File: config.mk
export PLATFORM = sky130hd
export DESIGN_NAME = falafel_req_arbiter_flat
export DESIGN_NICKNAME = d
export VERILOG_FILES = /design/src/rtl/falafel_req_arbiter_if.sv /design/src/rtl/falafel_req_arbiter.sv /design/src/flat_wrapper.sv
export SDC_FILE = /design/constraint.sdc
export NUM_CORES = 1
export LEC_CHECK = 0
export ABC_CLOCK_PERIOD_IN_PS = 5900
export CORE_AREA = 2 2 209 211
export DETAILED_ROUTE_END_ITERATION = 7
export DIE_AREA = 0 0 211 213
export MAX_ROUTING_LAYER = met4
export PLACE_DENSITY = 0.55
export RECOVER_POWER = 50
export SLEW_MARGIN = 20
export SYNTH_ARGS = -nofsm -noshare
export SYNTH_HDL_FRONTEND = slang
export SYNTH_SLANG_ARGS = --single-unit
File: constraint.sdc
create_clock -name clk_i -period 5.9 [get_ports clk_i]
set_input_delay 0.885 -clock clk_i [delete_from_list [all_inputs] [get_ports clk_i]]
set_output_delay 0.885 -clock clk_i [all_outputs]
set_load 0.02 [all_outputs]
File: src/rtl/falafel_req_arbiter_if.sv
// Client/core bundle for falafel_req_arbiter: client request/response channels plus the
// FIFO-compatible alloc, free and response slots seen by falafel_core.
interface falafel_req_arbiter_if #(
    parameter int unsigned NUM_CH    = 4,
    parameter int unsigned DATA_W    = 64,
    parameter int unsigned TAG_DEPTH = 8
);
    localparam int unsigned CNT_W = $clog2(TAG_DEPTH + 1);

    logic [NUM_CH-1:0]        req_val_i;
    logic [NUM_CH-1:0]        req_is_free_i;
    logic [NUM_CH*DATA_W-1:0] req_data_i;
    logic [NUM_CH-1:0]        req_rdy_o;
    logic [NUM_CH-1:0]        rsp_val_o;
    logic [DATA_W-1:0]        rsp_data_o;
    logic [NUM_CH-1:0]        rsp_rdy_i;
    logic                     alloc_fifo_empty_o;
    logic                     alloc_fifo_read_i;
    logic [DATA_W-1:0]        alloc_fifo_dout_o;
    logic                     free_fifo_empty_o;
    logic                     free_fifo_read_i;
    logic [DATA_W-1:0]        free_fifo_dout_o;
    logic                     resp_fifo_full_o;
    logic                     resp_fifo_write_i;
    logic [DATA_W-1:0]        resp_fifo_din_i;
    logic [CNT_W-1:0]         outstanding_o;
    logic                     tag_underflow_o;

    modport slave (
        input  req_val_i, req_is_free_i, req_data_i, rsp_rdy_i,
               alloc_fifo_read_i, free_fifo_read_i, resp_fifo_write_i, resp_fifo_din_i,
        output req_rdy_o, rsp_val_o, rsp_data_o, alloc_fifo_empty_o, alloc_fifo_dout_o,
               free_fifo_empty_o, free_fifo_dout_o, resp_fifo_full_o, outstanding_o,
               tag_underflow_o
    );

    modport master (
        output req_val_i, req_is_free_i, req_data_i, rsp_rdy_i,
               alloc_fifo_read_i, free_fifo_read_i, resp_fifo_write_i, resp_fifo_din_i,
        input  req_rdy_o, rsp_val_o, rsp_data_o, alloc_fifo_empty_o, alloc_fifo_dout_o,
               free_fifo_empty_o, free_fifo_dout_o, resp_fifo_full_o, outstanding_o,
               tag_underflow_o
    );
endinterface

File: src/rtl/falafel_req_arbiter.sv
// Round-robin arbiter of NUM_CH client alloc/free channels onto falafel_core's FIFO slots,
// with tag-FIFO response routing. Define FALAFEL_ARB_FREE_FIRST_EN to give frees priority.
module falafel_req_arbiter #(
    parameter int unsigned NUM_CH    = 4,
    parameter int unsigned DATA_W    = 64,
    parameter int unsigned TAG_DEPTH = 8
) (
    input logic                  clk_i,
    input logic                  rst_i,
    falafel_req_arbiter_if.slave bus
);
    localparam int unsigned CH_W  = $clog2(NUM_CH);
    localparam int unsigned PTR_W = $clog2(TAG_DEPTH);
    localparam int unsigned CNT_W = $clog2(TAG_DEPTH + 1);

    logic              alloc_vld_q, free_vld_q, rsp_vld_q, underflow_q;
    logic [DATA_W-1:0] alloc_data_q, free_data_q, rsp_data_q;
    logic [CH_W-1:0]   rr_q, rsp_ch_q;
    logic [CH_W-1:0]   tag_q [TAG_DEPTH];
    logic [PTR_W-1:0]  wr_ptr_q, rd_ptr_q;
    logic [CNT_W-1:0]  cnt_q;

    logic              alloc_read, free_read, alloc_space, free_space, tag_full, tag_empty;
    logic [NUM_CH-1:0] elig_free, elig_alloc, elig, req_rdy, rsp_val;
    logic              grant_vld, grant_free, tag_push, tag_pop, rsp_clear;
    logic [CH_W-1:0]   grant_ch, rr_d;
    logic [DATA_W-1:0] grant_data;

    assign alloc_read  = bus.alloc_fifo_read_i & alloc_vld_q;
    assign free_read   = bus.free_fifo_read_i & free_vld_q;
    assign alloc_space = !alloc_vld_q | alloc_read;
    assign free_space  = !free_vld_q | free_read;
    assign tag_full    = (cnt_q == CNT_W'(TAG_DEPTH));
    assign tag_empty   = (cnt_q == '0);

    // Eligibility sees the pre-pop tag count, so a full tag FIFO always blocks allocs.
    always_comb begin
        elig_free  = bus.req_val_i & bus.req_is_free_i & {NUM_CH{free_space}};
        elig_alloc = bus.req_val_i & ~bus.req_is_free_i & {NUM_CH{alloc_space & !tag_full}};
`ifdef FALAFEL_ARB_FREE_FIRST_EN
        elig = (|elig_free) ? elig_free : elig_alloc;
`else
        elig = elig_free | elig_alloc;
`endif
        if (rst_i) elig = '0;
    end

    always_comb begin
        int unsigned idx;
        idx       = 0;
        grant_vld = 1'b0;
        grant_ch  = '0;
        for (int unsigned i = 0; i < NUM_CH; i++) begin
            idx = 32'(rr_q) + i;
            if (idx >= NUM_CH) idx = idx - NUM_CH;
            if (!grant_vld && elig[CH_W'(idx)]) begin
                grant_vld = 1'b1;
                grant_ch  = CH_W'(idx);
            end
        end
    end

    always_comb begin
        grant_data = '0;
        req_rdy    = '0;
        for (int unsigned c = 0; c < NUM_CH; c++) begin
            if (CH_W'(c) == grant_ch) grant_data = bus.req_data_i[c*DATA_W +: DATA_W];
        end
        if (grant_vld) req_rdy[grant_ch] = 1'b1;
        grant_free = bus.req_is_free_i[grant_ch];
        rr_d       = (grant_ch == CH_W'(NUM_CH - 1)) ? '0 : grant_ch + 1'b1;
    end

    assign tag_push  = grant_vld & !grant_free;
    assign tag_pop   = bus.resp_fifo_write_i & !rsp_vld_q & !tag_empty;
    assign rsp_clear = rsp_vld_q & bus.rsp_rdy_i[rsp_ch_q];

    always_ff @(posedge clk_i) begin
        if (rst_i) begin
            alloc_vld_q  <= 1'b0;
            alloc_data_q <= '0;
            free_vld_q   <= 1'b0;
            free_data_q  <= '0;
            rsp_vld_q    <= 1'b0;
            rsp_data_q   <= '0;
            rsp_ch_q     <= '0;
            underflow_q  <= 1'b0;
            rr_q         <= '0;
            wr_ptr_q     <= '0;
            rd_ptr_q     <= '0;
            cnt_q        <= '0;
            for (int unsigned i = 0; i < TAG_DEPTH; i++) tag_q[i] <= '0;
        end else begin
            if (grant_vld) rr_q <= rr_d;

            if (grant_vld && !grant_free) begin
                alloc_vld_q  <= 1'b1;
                alloc_data_q <= grant_data;
            end else if (alloc_read) begin
                alloc_vld_q <= 1'b0;
            end

            if (grant_vld && grant_free) begin
                free_vld_q  <= 1'b1;
                free_data_q <= grant_data;
            end else if (free_read) begin
                free_vld_q <= 1'b0;
            end

            if (tag_push) begin
                tag_q[wr_ptr_q] <= grant_ch;
                wr_ptr_q        <= wr_ptr_q + 1'b1;
            end
            if (tag_pop) rd_ptr_q <= rd_ptr_q + 1'b1;
            case ({tag_push, tag_pop})
                2'b10:   cnt_q <= cnt_q + 1'b1;
                2'b01:   cnt_q <= cnt_q - 1'b1;
                default: cnt_q <= cnt_q;
            endcase

            if (tag_pop) begin
                rsp_vld_q  <= 1'b1;
                rsp_data_q <= bus.resp_fifo_din_i;
                rsp_ch_q   <= tag_q[rd_ptr_q];
            end else if (rsp_clear) begin
                rsp_vld_q <= 1'b0;
            end

            // A core response with no alloc to route it to is dropped and flagged.
            if (bus.resp_fifo_write_i && tag_empty) underflow_q <= 1'b1;
        end
    end

    always_comb begin
        rsp_val = '0;
        if (rsp_vld_q) rsp_val[rsp_ch_q] = 1'b1;
    end

    assign bus.req_rdy_o          = req_rdy;
    assign bus.rsp_val_o          = rsp_val;
    assign bus.rsp_data_o         = rsp_vld_q ? rsp_data_q : '0;
    assign bus.alloc_fifo_empty_o = !alloc_vld_q;
    assign bus.alloc_fifo_dout_o  = alloc_data_q;
    assign bus.free_fifo_empty_o  = !free_vld_q;
    assign bus.free_fifo_dout_o   = free_data_q;
    assign bus.resp_fifo_full_o   = rsp_vld_q;
    assign bus.outstanding_o      = cnt_q;
    assign bus.tag_underflow_o    = underflow_q;
endmodule

File: src/flat_wrapper.sv
// flat-port wrapper written by rule: the top's interface ports become plain ports
module falafel_req_arbiter_flat 
#(
    parameter int unsigned NUM_CH    = 4,
    parameter int unsigned DATA_W    = 64,
    parameter int unsigned TAG_DEPTH = 8
)
  (clk_i, rst_i, bus_req_val_i, bus_req_is_free_i, bus_req_data_i, bus_rsp_rdy_i, bus_alloc_fifo_read_i, bus_free_fifo_read_i, bus_resp_fifo_write_i, bus_resp_fifo_din_i, bus_req_rdy_o, bus_rsp_val_o, bus_rsp_data_o, bus_alloc_fifo_empty_o, bus_alloc_fifo_dout_o, bus_free_fifo_empty_o, bus_free_fifo_dout_o, bus_resp_fifo_full_o, bus_outstanding_o, bus_tag_underflow_o);
  falafel_req_arbiter_if #(.NUM_CH(NUM_CH), .DATA_W(DATA_W), .TAG_DEPTH(TAG_DEPTH)) bus_i ();
  input logic clk_i;
  input logic rst_i;
  input wire logic [$bits(bus_i.req_val_i)-1:0] bus_req_val_i;
  input wire logic [$bits(bus_i.req_is_free_i)-1:0] bus_req_is_free_i;
  input wire logic [$bits(bus_i.req_data_i)-1:0] bus_req_data_i;
  input wire logic [$bits(bus_i.rsp_rdy_i)-1:0] bus_rsp_rdy_i;
  input wire logic [$bits(bus_i.alloc_fifo_read_i)-1:0] bus_alloc_fifo_read_i;
  input wire logic [$bits(bus_i.free_fifo_read_i)-1:0] bus_free_fifo_read_i;
  input wire logic [$bits(bus_i.resp_fifo_write_i)-1:0] bus_resp_fifo_write_i;
  input wire logic [$bits(bus_i.resp_fifo_din_i)-1:0] bus_resp_fifo_din_i;
  output wire logic [$bits(bus_i.req_rdy_o)-1:0] bus_req_rdy_o;
  output wire logic [$bits(bus_i.rsp_val_o)-1:0] bus_rsp_val_o;
  output wire logic [$bits(bus_i.rsp_data_o)-1:0] bus_rsp_data_o;
  output wire logic [$bits(bus_i.alloc_fifo_empty_o)-1:0] bus_alloc_fifo_empty_o;
  output wire logic [$bits(bus_i.alloc_fifo_dout_o)-1:0] bus_alloc_fifo_dout_o;
  output wire logic [$bits(bus_i.free_fifo_empty_o)-1:0] bus_free_fifo_empty_o;
  output wire logic [$bits(bus_i.free_fifo_dout_o)-1:0] bus_free_fifo_dout_o;
  output wire logic [$bits(bus_i.resp_fifo_full_o)-1:0] bus_resp_fifo_full_o;
  output wire logic [$bits(bus_i.outstanding_o)-1:0] bus_outstanding_o;
  output wire logic [$bits(bus_i.tag_underflow_o)-1:0] bus_tag_underflow_o;
  assign bus_i.req_val_i = bus_req_val_i;
  assign bus_i.req_is_free_i = bus_req_is_free_i;
  assign bus_i.req_data_i = bus_req_data_i;
  assign bus_i.rsp_rdy_i = bus_rsp_rdy_i;
  assign bus_i.alloc_fifo_read_i = bus_alloc_fifo_read_i;
  assign bus_i.free_fifo_read_i = bus_free_fifo_read_i;
  assign bus_i.resp_fifo_write_i = bus_resp_fifo_write_i;
  assign bus_i.resp_fifo_din_i = bus_resp_fifo_din_i;
  assign bus_req_rdy_o = bus_i.req_rdy_o;
  assign bus_rsp_val_o = bus_i.rsp_val_o;
  assign bus_rsp_data_o = bus_i.rsp_data_o;
  assign bus_alloc_fifo_empty_o = bus_i.alloc_fifo_empty_o;
  assign bus_alloc_fifo_dout_o = bus_i.alloc_fifo_dout_o;
  assign bus_free_fifo_empty_o = bus_i.free_fifo_empty_o;
  assign bus_free_fifo_dout_o = bus_i.free_fifo_dout_o;
  assign bus_resp_fifo_full_o = bus_i.resp_fifo_full_o;
  assign bus_outstanding_o = bus_i.outstanding_o;
  assign bus_tag_underflow_o = bus_i.tag_underflow_o;
  falafel_req_arbiter #(.NUM_CH(NUM_CH), .DATA_W(DATA_W), .TAG_DEPTH(TAG_DEPTH)) u_core (.clk_i(clk_i), .rst_i(rst_i), .bus(bus_i));
endmodule
==> results of run 1 <==
==> final cells by class <==
cell class | instances | area, µm²
Multi-Input combinational cell | 1116 | 6810
Fill cell | 4267 | 23900
Tap cell | 546 | 683
Clock inverter | 8 | 119
Antenna cell | 20 | 50.0
Clock buffer | 45 | 856
Timing Repair Buffer | 558 | 5560
Sequential cell | 226 | 4680
Inverter | 11 | 41.3
==> layout by cell type (no fill, tap or decap), types with 59 or more instances in the layout <==
cell type        synthesis  final
nand3b_1                70     70
dfxtp_1                210    210
and2_1                  64     59
nand2b_1               199    199
mux2i_1                132    132
o21ai_0                 67     67
dlygate4sd3_1            0    147
clkdlybuf4s50_1          0    396
a21oi_1                204    204
nand2_1                264    264
==> flip-flops by register name, indices dropped and copies added, names as in the netlist <==
register and flops:
u_core.alloc_vld_q 1, u_core.bus.outstanding_o 4, u_core.bus.alloc_fifo_dout_o 64, u_core.bus.resp_fifo_full_o 1
u_core.tag_q 16, u_core.rsp_ch_q 2, u_core.rsp_data_q 64, u_core.bus.tag_underflow_o 1
u_core.wr_ptr_q 3, u_core.free_vld_q 1, u_core.bus.free_fifo_dout_o 64, u_core.rd_ptr_q 3
u_core.rr_q 2
==> worst max path at each step <==
stage / start / endpoint / slack [ns]
after floorplan: bus_req_is_free_i[0] / bus_req_rdy_o[2] / 1.70
after CTS: bus_alloc_fifo_read_i / bus_req_rdy_o[1] / 0.57
after detailed placement: bus_alloc_fifo_read_i / bus_req_rdy_o[1] / 0.56
final: bus_alloc_fifo_read_i / bus_req_rdy_o[1] / 0.39
after global routing: bus_req_is_free_i[0] / bus_req_rdy_o[1] / 0.18
after global placement: bus_alloc_fifo_read_i / bus_req_rdy_o[1] / 0.62
==> power by group through the flow <==
stage	clock network, mW	logic (mW)	registers (mW)
2_1_floorplan	0	1.92	2.47
4_1_cts	1.87	3.56	2.22
5_1_grt	1.93	3.75	2.26
3_5_place_dp	0	3.55	2.24
6_report	1.82	3.44	2.21
3_3_place_gp	0	3.52	2.23
==> kinds of logic after synthesis <==
family | after synthesis | share of synthesized area, %
xor gates and xnor gates | 5 | 0.362
and+or+nand+nor | 658 | 28.8
buffers and inverters | 135 | 5.41
AOI/OAI and AO/OA | 305 | 13.6
adders and majority gates | 10 | 1.10
DFF | 226 | 38.7
muxes | 138 | 11.9
==> critical path, cell delays in order <==
cell and delay, ns:
clkdlybuf4s50_1 0.48, or3b_2 0.48, o2111a_1 0.19, a222oi_1 0.46
o21a_1 0.44, clkinv_1 0.43, ha_4 0.45, nor2b_1 0.21
clkdlybuf4s50_1 0.54
==> per-stage QoR <==
step | setup WS, ns | utilization, % | instance area (µm²)
final | 0.392 | 44.0 | 18800
after global routing | 0.178 | 44.0 | 18800
after CTS | 0.566 | 43.9 | 18800
after detailed placement | 0.562 | 41.7 | 17800
after global placement | 0.618 | 41.7 | 17800
after floorplan | 1.70 | - | 12100
==> per-layer routing <==
metal | share of wire [%] | wire [µm]
met1 | 41 | 20000
met2 | 47 | 23200
met3 | 9.1 | 4490
met4 | 2.7 | 1320
met5 | 0 | 0
==> out/qor.yml, run 1 <==
syn_to_final_growth_pct: 55.5
timing.final.crit_share_pct: 93.3
ys_seq_area_share_pct: 38.7
cap_violations: 3
grt_max_degree: 139
power_frac_seq_pct: 29.5
finalNonFillerCells: 2530
ys_warn_count: 0
min_from: "u_core.rsp_data_q[6]"
gr-usage-met1_pct: 24.6
timing.fmax_mhz: 182
hold_depth: 2
synthTopCellsByArea: "dfxtp_1 (35%), mux2i_1 (11%), nand2b_1 (10%)"
synth_commonest_cells: "nand2_1 (264), dfxtp_1 (210), a21oi_1 (204)"
tightest_slew_ns: 3.52
synth.largest_area_cell: "dfxtp_1"
use_met2_pct: 35.5
crit_fanout: 52
p_switching_mw: 2.97
drcViolationCount: 0
cts_setup_buffers: 0
p_clk_share_pct: 24.4
netlist_instances: 1477
ctsResizeCount: 0
antenna_found_initial: 20
hold-worst-slack_ns: 0.447
startpoint_type: "input port"
first_pass_iters: 5
rsz0062_at_grt: "no"
worst-r2r-cell-count: 7
portBuffers: 544
cts_buffer_depth: 3
whs_endpoint: "u_core.rsp_data_q[6]"
outcome: "finished, violations left"
setup_violations: 0
finalPower_mw: 7.47
avgSynthCellArea_um2: 8.19
die_x_um: 211
p_leak_nw: 7.40
die_area_um2: 44900
irDropWorstVdd_mv: 0.309
synthesis.nets: 1824
ant_nets: 0
netlist_area_um2: 12100
placed_cells: 2457
intPower_mw: 4.50
grt_first_pass_wirelength_um: 72000
top_usage_layer: "met2"
r2r-end: "u_core.rsp_data_q[15]"
first_global_vias: 11700
vias: 11900
critPathRequiredTime_ns: 5.02
io_pins: 545
cts_max_level: 1
clock_latency_ns: 0.56
root_buffer: "clkbuf_16"
hold_violations: 0
drtIter0Drc: 797
nets: 2289
wl_per_cell_um: 19.4
synth_cell_types: 55
hold_buffers: 0
grt_overflow_total: 0
numCtsBuffers: 29
grt_usage_pct: 21.5
finalCriticalPeriod_ns: 5.51
start_util_pct: 28.3
violations: "capacitance limit, slew limit"
timing.setup.tns_ns: 0
synth_seq_cells: 226
synth-edff-count: 16
synth_most_common_cell: "nand2_1"
combinationalPowerShare_pct: 46.0
r2r_setup_slack_ns: 1.44
gp_congestion: 0.870
critical_path_class: "input port to output port"
crit_path_end_kind: "output port"
ys_async_sr_fraction_pct: 0
timing.slew.headroom_pct: -135
sw_frac_of_total_pct: 39.7
hp-class: "flop to flop"
drive_above_1_share_pct: 3.92
rows: 76
p_per_area_nw_per_um2: 397
synth_ff_type: "dfxtp_1"
cp_data_arrival_time_ns: 4.62
clkTransAtPathRegs_ns: 0.05
wl_um: 49100
report.final.slew_viol_count: 219
vias_per_cell: 4.69
synth_top_area_share_pct: 34.8
cts_tree: "yes"
core_um2: 42700
die_y_um: 213
cts.sinks: 226
dpl.hpwl_um: 36300
clock_skew_ns: 0.00620
r2r-start: "u_core.bus.outstanding_o[1]"
grtUsageMet3_pct: 7.62
(Power assumes the default switching activity.)
==> run 2, diff against run 1 <==
Settings changed: CTS_CLUSTER_SIZE set to 8.
==> out/qor.yml, run 2 (synthesis gave the netlist of run 1 again) <==
outcome: "finished, violations left"
placed_area_um2: 17800
violations: "capacitance limit, slew limit"
io_pins: 545
finalNonFillerCells: 2522
drive_above_1_share_pct: 3.68
portBuffers: 544
area.sequential_um2: 4680
first_global_vias: 11800
mostFrequentLayoutCells: "clkdlybuf4s50_1 (396), nand2_1 (264), dfxtp_1 (210), a21oi_1 (204), nand2b_1 (199)"
gp_congestion: 0.870
timing.fmax_mhz: 182
hp-class: "flop to flop"
irDropWorstVdd_mv: 0.274
final_common_cell: "clkdlybuf4s50_1"
cts_max_level: 2
p_leak_nw: 7.38
critPathRequiredTime_ns: 5.02
timing.slew.headroom_pct: -131
clock_skew_ns: 0.0304
critical_path_class: "input port to output port"
tightest_slew_ns: 3.46
timing.final.crit_share_pct: 93.2
crit_fanout: 52
start_util_pct: 28.3
ctsResizeCount: 0
cap_violations: 3
hold_buffers: 0
grt_first_pass_wirelength_um: 72400
die_y_um: 213
cts_tree: "yes"
core_um2: 42700
timing.setup.tns_ns: 0
finalCriticalPeriod_ns: 5.50
grt_max_degree: 139
vias: 11900
drcViolationCount: 0
multi_input_area_um2: 6810
numCtsBuffers: 34
clkTransAtPathRegs_ns: 0.05
wl_per_cell_um: 19.5
wl_um: 49300
r2r-start: "u_core.bus.outstanding_o[1]"
cp_data_arrival_time_ns: 4.62
startpoint: "bus_alloc_fifo_read_i"
first_pass_iters: 5
n_fill_cell: 4274
setup_violations: 0
grt_overflow_total: 0
drtIter0Drc: 738
fin_area_um2: 18800
p_per_area_nw_per_um2: 397
die_area_um2: 44900
clock_latency_ns: 0.53
cts.sinks: 226
grt_usage_pct: 21.7
nets: 2294
hold_violations: 0
antenna_found_initial: 20
min_from: "u_core.rsp_data_q[6]"
rows: 76
rsz0062_at_grt: "no"
die_x_um: 211
dpl.hpwl_um: 36300
ant_nets: 0
placed_cells: 2457
cts_setup_buffers: 0
cts_buffer_depth: 3
root_buffer: "clkbuf_16"
crit_path_end_kind: "output port"
finalPower_mw: 7.46
startpoint_type: "input port"
syn_to_final_growth_pct: 55.3
vias_per_cell: 4.72
utilization_pct: 44.0
report.final.slew_viol_count: 219
run 2: changes by cell type in the layout (fill, tap and decap cells not counted):
cell       delta
clkbuf_1      -3
clkinv_2      -4
clkbuf_8      -6
clkbuf_16     +5
inv_6         +1
clkinv_8      +1
bufinv_16     -2
run 2: critical path, cell delays in order:
cell and delay, ns:
clkdlybuf4s50_1 0.48, or3b_2 0.48, o2111a_1 0.19, a222oi_1 0.46, o21a_1 0.44, clkinv_1 0.43
ha_4 0.45, nor2b_1 0.21, clkdlybuf4s50_1 0.54
run 2: stage by stage:
step / worst slack [ns] / hold WS, ns
finish: 0.400 / 0.447
global route: 0.178 / 0.466
detailed placement: 0.562 / 0.443
global placement: 0.618 / 0.438
floorplan: 1.70 / 0.432
CTS: 0.566 / 0.450
run 2: path summary, 6_finish.rpt:
path,endpoint,slack (ns),depth (start not counted)
max reg2reg,u_core.rsp_data_q[15],1.42,7
max,bus_req_rdy_o[1],0.40,9
min,u_core.rsp_data_q[6],0.45,2
min reg2reg,u_core.rsp_data_q[6],0.45,2
run 2: power by group:
part / internal, mW / switching, mW
logic: 1.43 / 2.01
clock network: 1.10 / 0.720
registers: 1.96 / 0.252
total: 4.48 / 2.98
run 2: final cells by class:
cell class              count  area share, %
flip-flops and latches    226           24.9
clock buffers              41           4.72
multi-input cells        1116           36.3
inverters                  11          0.220
well taps                 546           3.64
diodes                     20          0.267
repair buffers            558           29.6
clock inverters             4          0.340
run 2: layer usage:
metal | vias to the layer above | part of all wire, % | track usage, %
met5 | - | 0 | -
met1 | 5477 | 41 | 24.5
met3 | 81 | 9.0 | 7.80
met2 | 410 | 47 | 35.7
li1 | 5928 | - | -
met4 | 0 | 2.9 | 7.26
